`src/rtl/echo_request_deser_pkg.sv`:
```
// rtl/echo_request_deser_pkg.sv - shared constants, header fields and state encoding for the EchoRequest path
package rulec_pkg;

    localparam int DATA_WIDTH = 32;
    localparam int MSG_WORDS  = 4;
    localparam int OUT_WIDTH  = DATA_WIDTH * MSG_WORDS;

    localparam int HDR_METH_HI = 31;
    localparam int HDR_METH_LO = 16;
    localparam int HDR_LEN_HI  = 15;
    localparam int HDR_LEN_LO  = 0;

    typedef enum logic [1:0] {
        ST_HDR,
        ST_BODY,
        ST_DRAIN,
        ST_DELIVER
    } state_e;

    // Method numbers shared with the downstream demultiplexer
    localparam logic [15:0] METH_SAY2    = 16'd0;
    localparam logic [15:0] METH_SAY     = 16'd1;
    localparam logic [15:0] METH_SETLEDS = 16'd2;

    function automatic logic [15:0] hdr_len(input logic [DATA_WIDTH-1:0] w);
        return w[HDR_LEN_HI:HDR_LEN_LO];
    endfunction

endpackage

```
`src/rtl/echo_request_deser_if.sv`:
```
// rtl/echo_request_deser_if.sv - word input, packed-message output and error count of the deserialiser
interface echo_request_deser_if;
    import rulec_pkg::*;

    logic                  in_enq_ena;
    logic [DATA_WIDTH-1:0] in_enq_v;
    logic                  in_enq_rdy;
    logic                  pipe_enq_ena;
    logic [OUT_WIDTH-1:0]  pipe_enq_v;
    logic                  pipe_enq_rdy;
    logic [7:0]            err_count;

    modport slave (
        input  in_enq_ena, in_enq_v, pipe_enq_rdy,
        output in_enq_rdy, pipe_enq_ena, pipe_enq_v, err_count
    );

    modport master (
        output in_enq_ena, in_enq_v, pipe_enq_rdy,
        input  in_enq_rdy, pipe_enq_ena, pipe_enq_v, err_count
    );

endinterface

```
`src/rtl/echo_request_deser.sv`:
```
// rtl/echo_request_deser.sv - packs a header-framed stream of 32-bit words into one 128-bit message
module echo_request_deser
    import rulec_pkg::*;
(
    input  logic                CLK,
    input  logic                nRST,
    echo_request_deser_if.slave bus
);

    state_e                state_q, state_d;
    logic [DATA_WIDTH-1:0] buf_q [MSG_WORDS];
    logic [DATA_WIDTH-1:0] buf_d [MSG_WORDS];
    logic [1:0]            idx_q, idx_d;
    logic                  ovf_q, ovf_d;
    logic [15:0]           rem_q, rem_d;
    logic [7:0]            err_q, err_d;
    logic                  err_inc;
    logic                  pipe_ena;
    logic [15:0]           len;
    logic [15:0]           rem_dec;

    assign len     = hdr_len(bus.in_enq_v);
    assign rem_dec = rem_q - 16'd1;

    always_comb begin
        state_d  = state_q;
        buf_d    = buf_q;
        idx_d    = idx_q;
        ovf_d    = ovf_q;
        rem_d    = rem_q;
        err_inc  = 1'b0;
        pipe_ena = 1'b0;
        case (state_q)
            ST_HDR: begin
                if (bus.in_enq_ena) begin
                    buf_d[0] = bus.in_enq_v;
                    for (int k = 1; k < MSG_WORDS; k++) buf_d[k] = '0;
                    idx_d = 2'd1;
                    ovf_d = 1'b0;
                    if (len <= 16'd1) begin
                        rem_d   = 16'd0;
                        err_inc = (len == 16'd0);
                        state_d = ST_DELIVER;
                    end else begin
                        rem_d   = len - 16'd1;
                        state_d = ST_BODY;
                    end
                end
            end
            ST_BODY: begin
                if (bus.in_enq_ena) begin
                    if (!ovf_q) buf_d[idx_q] = bus.in_enq_v;
                    {ovf_d, idx_d} = {1'b0, idx_q} + 3'd1;
                    rem_d = rem_dec;
                    if (rem_dec == 16'd0) begin
                        state_d = ST_DELIVER;
                    end else if (idx_q == 2'd3) begin
                        // Buffer full but the header promised more: count once, then discard the rest
                        err_inc = 1'b1;
                        state_d = ST_DRAIN;
                    end
                end
            end
            ST_DRAIN: begin
                if (bus.in_enq_ena) begin
                    rem_d = rem_dec;
                    if (rem_dec == 16'd0) state_d = ST_DELIVER;
                end
            end
            ST_DELIVER: begin
                pipe_ena = bus.pipe_enq_rdy;
                if (bus.pipe_enq_rdy) state_d = ST_HDR;
            end
            default: state_d = ST_HDR;
        endcase
        err_d = (err_inc && err_q != 8'hFF) ? err_q + 8'd1 : err_q;
    end

    always_ff @(posedge CLK or posedge nRST) begin
        if (nRST) begin
            state_q <= ST_HDR;
            for (int k = 0; k < MSG_WORDS; k++) buf_q[k] <= '0;
            idx_q   <= 2'd0;
            ovf_q   <= 1'b0;
            rem_q   <= 16'd0;
            err_q   <= 8'd0;
        end else begin
            state_q <= state_d;
            for (int k = 0; k < MSG_WORDS; k++) buf_q[k] <= buf_d[k];
            idx_q   <= idx_d;
            ovf_q   <= ovf_d;
            rem_q   <= rem_d;
            err_q   <= err_d;
        end
    end

    assign bus.in_enq_rdy   = (state_q != ST_DELIVER);
    assign bus.pipe_enq_ena = pipe_ena;
    assign bus.pipe_enq_v   = {buf_q[3], buf_q[2], buf_q[1], buf_q[0]};
    assign bus.err_count    = err_q;

endmodule

```
`src/flat_wrapper.sv`:
```
// flat-port wrapper written by rule: the top's interface ports become plain ports
module echo_request_deser_flat import rulec_pkg::*;
  (CLK, nRST, bus_in_enq_ena, bus_in_enq_v, bus_pipe_enq_rdy, bus_in_enq_rdy, bus_pipe_enq_ena, bus_pipe_enq_v, bus_err_count);
  echo_request_deser_if bus_i ();
  input  logic CLK;
  input  logic nRST;
  input wire logic [$bits(bus_i.in_enq_ena)-1:0] bus_in_enq_ena;
  input wire logic [$bits(bus_i.in_enq_v)-1:0] bus_in_enq_v;
  input wire logic [$bits(bus_i.pipe_enq_rdy)-1:0] bus_pipe_enq_rdy;
  output wire logic [$bits(bus_i.in_enq_rdy)-1:0] bus_in_enq_rdy;
  output wire logic [$bits(bus_i.pipe_enq_ena)-1:0] bus_pipe_enq_ena;
  output wire logic [$bits(bus_i.pipe_enq_v)-1:0] bus_pipe_enq_v;
  output wire logic [$bits(bus_i.err_count)-1:0] bus_err_count;
  assign bus_i.in_enq_ena = bus_in_enq_ena;
  assign bus_i.in_enq_v = bus_in_enq_v;
  assign bus_i.pipe_enq_rdy = bus_pipe_enq_rdy;
  assign bus_in_enq_rdy = bus_i.in_enq_rdy;
  assign bus_pipe_enq_ena = bus_i.pipe_enq_ena;
  assign bus_pipe_enq_v = bus_i.pipe_enq_v;
  assign bus_err_count = bus_i.err_count;
  echo_request_deser u_core (.CLK(CLK), .nRST(nRST), .bus(bus_i));
endmodule
```
`config.mk`:
```
export PLATFORM = sky130hd
export DESIGN_NAME = echo_request_deser_flat
export DESIGN_NICKNAME = d
export VERILOG_FILES = /design/src/rtl/echo_request_deser_pkg.sv /design/src/rtl/echo_request_deser_if.sv /design/src/rtl/echo_request_deser.sv /design/src/flat_wrapper.sv
export SDC_FILE = /design/constraint.sdc
export NUM_CORES = 1
export LEC_CHECK = 0
export CORE_MARGIN = 2
export CORE_UTILIZATION = 28
export CTS_CLUSTER_DIAMETER = 80
export CTS_CLUSTER_SIZE = 24
export DETAILED_ROUTE_END_ITERATION = 7
export DONT_BUFFER_PORTS = 1
export PLACE_DENSITY_LB_ADDON = 0.2
export SYNTH_ARGS = -nofsm -noshare
export SYNTH_HDL_FRONTEND = slang
export SYNTH_SLANG_ARGS = --single-unit
```
`constraint.sdc`:
```
create_clock -name CLK -period 4.83 [get_ports CLK]
set_clock_uncertainty 0.2 [all_clocks]
set_input_delay 0.483 -clock CLK [delete_from_list [all_inputs] [get_ports CLK]]
set_output_delay 0.483 -clock CLK [all_outputs]
set_load 0.005 [all_outputs]
```
# After elaboration in Yosys (flattened, before gate mapping)
# Index checks and enable logic that the tools add are counted.
[totals]
output_inout_bits = 138
elab_cells = 76
input_bits = 36
reg_bits = 157
[op_classes]
add_sub_neg = 4
n_lt_le_gt_ge = 3
reduce_logical = 12
n_bitwise = 1
muxes = 33
n_eq_ne = 14
[op_table]
columns = ["cell", "count"]
rows = [
  ["$mux 128", 3],
  ["$pmux 128 s2", 1],
  ["$bwmux 128", 1],
  ["$demux 32 s2", 1],
  ["$mux 16", 3],
  ["$logic_not 16->1", 2],
  ["$mux 32", 1],
  ["$pmux 16 s2", 1],
  ["$sub 16x1->16 const B", 2],
  ["$mux 2", 10],
  ["$le 16x1->1 const B", 1],
  ["$ne 2x2->1 const B", 6],
  ["$add 8x1->8 const B", 1],
  ["$mux 1", 8],
  ["$ne 8x8->1 const B", 1],
  ["$pmux 2 s4", 1],
  ["$eq 2x2->1 const B", 3],
  ["$reduce_and 3->1", 2],
  ["$reduce_and 6->1", 1],
  ["$ne 2x1->1 const B", 2],
  ["$pmux 1 s2", 2],
  ["$pmux 2 s2", 1],
  ["$reduce_and 4->1", 1],
  ["$reduce_bool 2->1", 2],
  ["9 further kinds", 10],
]

# Depth between registers and ports, before layout
[depth]
word_depth = 9
mapped_depth = 10

# Least setup slack after synthesis
# Ideal clock, no wire load.
[synth_path]
kind = "register to register"
startpoint = "register u_core.rem_q[0]"
endpoint = "register u_core.err_q[1], in the netlist u_core.bus.err_count[1]"
path_stages_with_launch = 11
n_path_buf = 1
arrival_ps = 2581
required_ps = 4505
slack_ps = 1923
path_cell_list = "dfrtp_1 > inv_1 > ha_1 > or4b_1 > clkbuf_1 > nor4_1 > xnor2_1 > and4_1 > nand4_4 > and2_4 > mux2_4"
[synth_via]
elab_chain_len = 6
[synth_lines]
columns = ["item", "line_no", "source"]
rows = [
  ["start: declaration", "echo_request_deser.sv:15", "logic [15:0] rem_q, rem_d;"],
  ["start signal: assignment", "echo_request_deser.sv:92", "rem_q <= rem_d;"],
  ["$sub 16x1->16", "echo_request_deser.sv:23", "assign rem_dec = rem_q - 16'd1;"],
  ["$logic_not 16->1", "echo_request_deser.sv:55", "if (rem_dec == 16'd0) begin"],
  ["$mux 1", "echo_request_deser.sv:55", ""],
  ["$mux 1", "echo_request_deser.sv:51", "if (bus.in_enq_ena) begin"],
  ["$pmux 1 s2", "echo_request_deser.sv:33", "case (state_q)"],
  ["$logic_and 1x1->1", "echo_request_deser.sv:76", "err_d = (err_inc && err_q != 8'hFF) ? err_q + 8'd1 : err_q;"],
  ["end signal: assignment", "echo_request_deser.sv:93", "err_q <= err_d;"],
  ["end: declaration", "echo_request_deser.sv:16", "logic [7:0] err_q, err_d;"],
]
# Every way passes these cells.
# A chain may end at the register's enable or synchronous reset.

# Final worst setup path
[layout_path]
startpoint = "register u_core.rem_q[0]"
endpoint = "register u_core.state_q[0]"
[layout_via]
elab_chain_len = 5
word_cells_on_any_way = 8
classes_between = "add/sub (1); eq/ne (2); mux (3); reduce/logical (2)"
[layout_lines]
columns = ["item", "line_no", "source"]
rows = [
  ["$sub 16x1->16 (*)", "echo_request_deser.sv:23", ""],
  ["$logic_not 16->1 (*)", "echo_request_deser.sv:55, echo_request_deser.sv:67", ""],
  ["$mux 2", "echo_request_deser.sv:55", ""],
  ["$mux 2", "echo_request_deser.sv:51", ""],
  ["$pmux 2 s4", "echo_request_deser.sv:33", ""],
  ["end signal: assignment", "echo_request_deser.sv:88", "state_q <= state_d;"],
  ["end: declaration", "echo_request_deser.sv:10", "state_e state_q, state_d;"],
]
# Mark *: on every way between the ends. The rest lies on a longest branch, timed or not. The select of a mux whose other input is x is not followed.

==> impl_metrics.toml <==
[outcome]
run_status = "complete, no violations"

[yosys]
synth_ff_type = "dfrtp_1"
mappedNetlistArea_um2 = 7160
synth_cell_types = 56
synth_seq_area_share_pct = 54.9
ys_seq_elements = 157
syn-num-nets = 671
synthArstFlopShare_pct = 100
syn_area_per_cell_um2 = 11.5
ys_warn_count = 0
synth_edf_count = 0
synthCells = 620

[sta]
tightest_slew_ns = 0.979
drv_slew = 0
setup_viol = 0
grt_setup_unrepaired = "false"
hold_violations = 0
fmax_ghz = 0.308
fin_crit_ns = 3.24
setup_ws_ns = 1.59
setup_tns_ns = 0
fin_crit_sh_pct = 67.1
slew_headroom_pct = 34.5

[global_route]
met3_usage_pct = 6.77
busiest_layer = "met2"
grt_pass1_vias = 5395
grt_use_total_pct = 16.4
grt_antenna_before_repair = 1
grtUsageMet2_pct = 25.0
grt_max_degree = 65
grt_pass1_wl_um = 33200
gr-usage-met1_pct = 20.9
grt.overflow.total = 0

[cts]
ctsResizeCount = 0
numCtsBuffers = 17
cts_max_level = 4
cts_sinks = 157
root_buffer = "clkbuf_16"
clkTransAtPathRegs_ns = 0.07
clock_path_buffers = 2
worst_skew_pair.late_latency_ns = 0.42
cts_tree = "done"

[die]
core_region_area_um2 = 25100
start_util_pct = 28.5
die-area_um2 = 26900
io_pins = 174
fp-row-count = 58
die_y_um = 164
die_x_um = 164

[critical_path]
cp_max_fo = 8
crit_path_end_kind = "flop"
critPathRequiredTime_ns = 4.94
setup.worst_path.start_class = "flop"
cp.arrival_ns = 3.35
r2r_start = "u_core.rem_q[0]$_DFFE_PP0P_"
crit_type = "flop to flop"
crit_start = "u_core.rem_q[0]$_DFFE_PP0P_"

[power_and_ir_drop]
p_sw_share_pct = 39.4
netSwitchingPower_mw = 2.32
power.density_nw_per_um2 = 700
p_clk_share_pct = 22.5
ir_drop_mv = 0.246
p_int_mw = 3.57
p_seq_share_pct = 44.7
leakage_nw = 3.72
combPwrFrac_pct = 32.8

[worst_hold_path]
hold_start = "bus_in_enq_ena"
hp-class = "input port to flop"

[drt]
drc = 0
wl_um = 21500
wl_per_cell_um = 21.9
firstDrtPassIters = 5
drtIter0Drc = 321
via_per_inst = 5.30
vias = 5210
ant_nets = 0

[placed_design]
io_buffers = 0
gp_congestion = 0.891
placed_area_um2 = 7460
pre_cts_ws_ns = 1.63
hpwl_um = 14400

[final_layout]
fin_area_um2 = 8400
drive_above_1_share_pct = 13.3
area.growth.synth_to_final_pct = 17.3
nets = 691
final_common_cell = "dfrtp_1"
layout_common_cells = "dfrtp_1, a22o_1, dlygate4sd3_1"
n_antenna_cell = 0

[flow_run]
drv_cap = 0
-- registers in the layout (all words and copies together), names as in the netlist --
signal,flops
u_core.state_q,2
u_core.ovf_q,1
u_core.bus.err_count,8
u_core.idx_q,2
u_core.rem_q,16
u_core.bus.pipe_enq_v,128
-- timing repair --
action,in CTS,in global routing
hold endpoints to repair,139,3
setup buffers,0,0
setup endpoints to repair,0,0
hold buffers,33,3
-- through the flow --
stage               total power, mW  utilization [%]  cells  hold slack [ns]
floorplan                      3.92                -    620            0.250
global placement               4.50             29.7    915            0.198
detailed placement             4.54             29.7    915            0.208
CTS                            5.94             33.3    980         0.000500
global route                   6.28             33.4    983           0.0188
finish                         5.88             33.4    983           0.0401
-- synthesized netlist by cell type (all sizes together) (2+ instances only) --
library cell	instances	area, um^2
a22oi	2	15.0
nor3b	2	15.0
and2	2	15.0
nor4	4	25.0
nor2	34	144
o211ai	2	15.0
and4	2	20.0
a21o	5	37.5
nand4	6	52.6
o31ai	3	22.5
nor3	11	55.1
ha	15	188
a22o	97	850
xor2	5	43.8
clkbuf	41	154
or3	7	53.8
nand2b	2	12.5
dfrtp	157	3930
a21boi	2	15.0
nand3b	2	15.0
o21ai	23	115
nor4b	5	73.8
nor2b	7	43.8
inv	22	82.6
mux2	30	342
o22ai	7	43.8
mux2i	4	40.0
a31oi	4	25.0
or4	5	48.8
nand2	34	128
xnor2	18	158
o41ai	2	17.5
buf	5	42.5
a32oi	5	43.8
nand3	13	65.1
and3	8	50.1
a21oi	19	95.1
or2	2	12.5
-- path summary, 6_finish.rpt --
kind                                                               end  slack (ns)  cells past startpoint
worst max-delay path                     u_core.state_q[0]$_DFFE_PP0P_        1.59                      9
min in group asynchronous        u_core.bus.pipe_enq_v[38]$_DFFE_PP0P_        0.36                      2
worst max register to register           u_core.state_q[0]$_DFFE_PP0P_        1.59                      9
max in group asynchronous       u_core.bus.pipe_enq_v[127]$_DFFE_PP0P_        2.95                      3
worst min register to register                u_core.ovf_q$_DFFE_PP0P_        0.30                      2
worst min-delay path                       u_core.idx_q[1]$_DFFE_PP0P_        0.04                      1
-- metal layers --
metal,routed length [um],up-vias
met4,454,0
met1,9020,2647
met2,10100,219
met5,0,-
li1,-,2317
met3,1880,27
-- layout make-up --
type	instances	area [um^2]
Clock buffer	18	429
Inverter	22	86.3
Sequential cell	157	3930
Fill cell	2564	16700
Timing Repair Buffer	47	443
Multi-Input combinational cell	395	2950
Tap cell	330	413
Clock inverter	14	144
-- cell families after synthesis --
group | synth area share, %
compound gates | 18.6
xor+xnor | 2.81
fa+ha+maj | 2.62
buf+inv | 3.90
flops | 54.9
mux | 5.33
simple gates | 11.9
-- worst max-delay path, cell delays in order (launching register included) --
cell and delay [ns]:
dfrtp_1 0.43, inv_1 0.10, ha_1 0.32, or4b_1 0.62, xnor2_1 0.18, o31ai_1 0.30, nand2_1 0.10, nor4b_1 0.38
o21bai_1 0.18, o311ai_1 0.32
-- power by group through the flow --
stage / Clock (mW) / Sequential [mW] / Combinational (mW)
after floorplan: 0 / 2.37 / 1.55
after global placement: 0 / 2.66 / 1.84
final: 1.32 / 2.63 / 1.93
after CTS: 1.36 / 2.64 / 1.93
after global routing: 1.42 / 2.72 / 2.14
after detailed placement: 0 / 2.65 / 1.90
No activity file was read; power rests on OpenSTA's default activity.
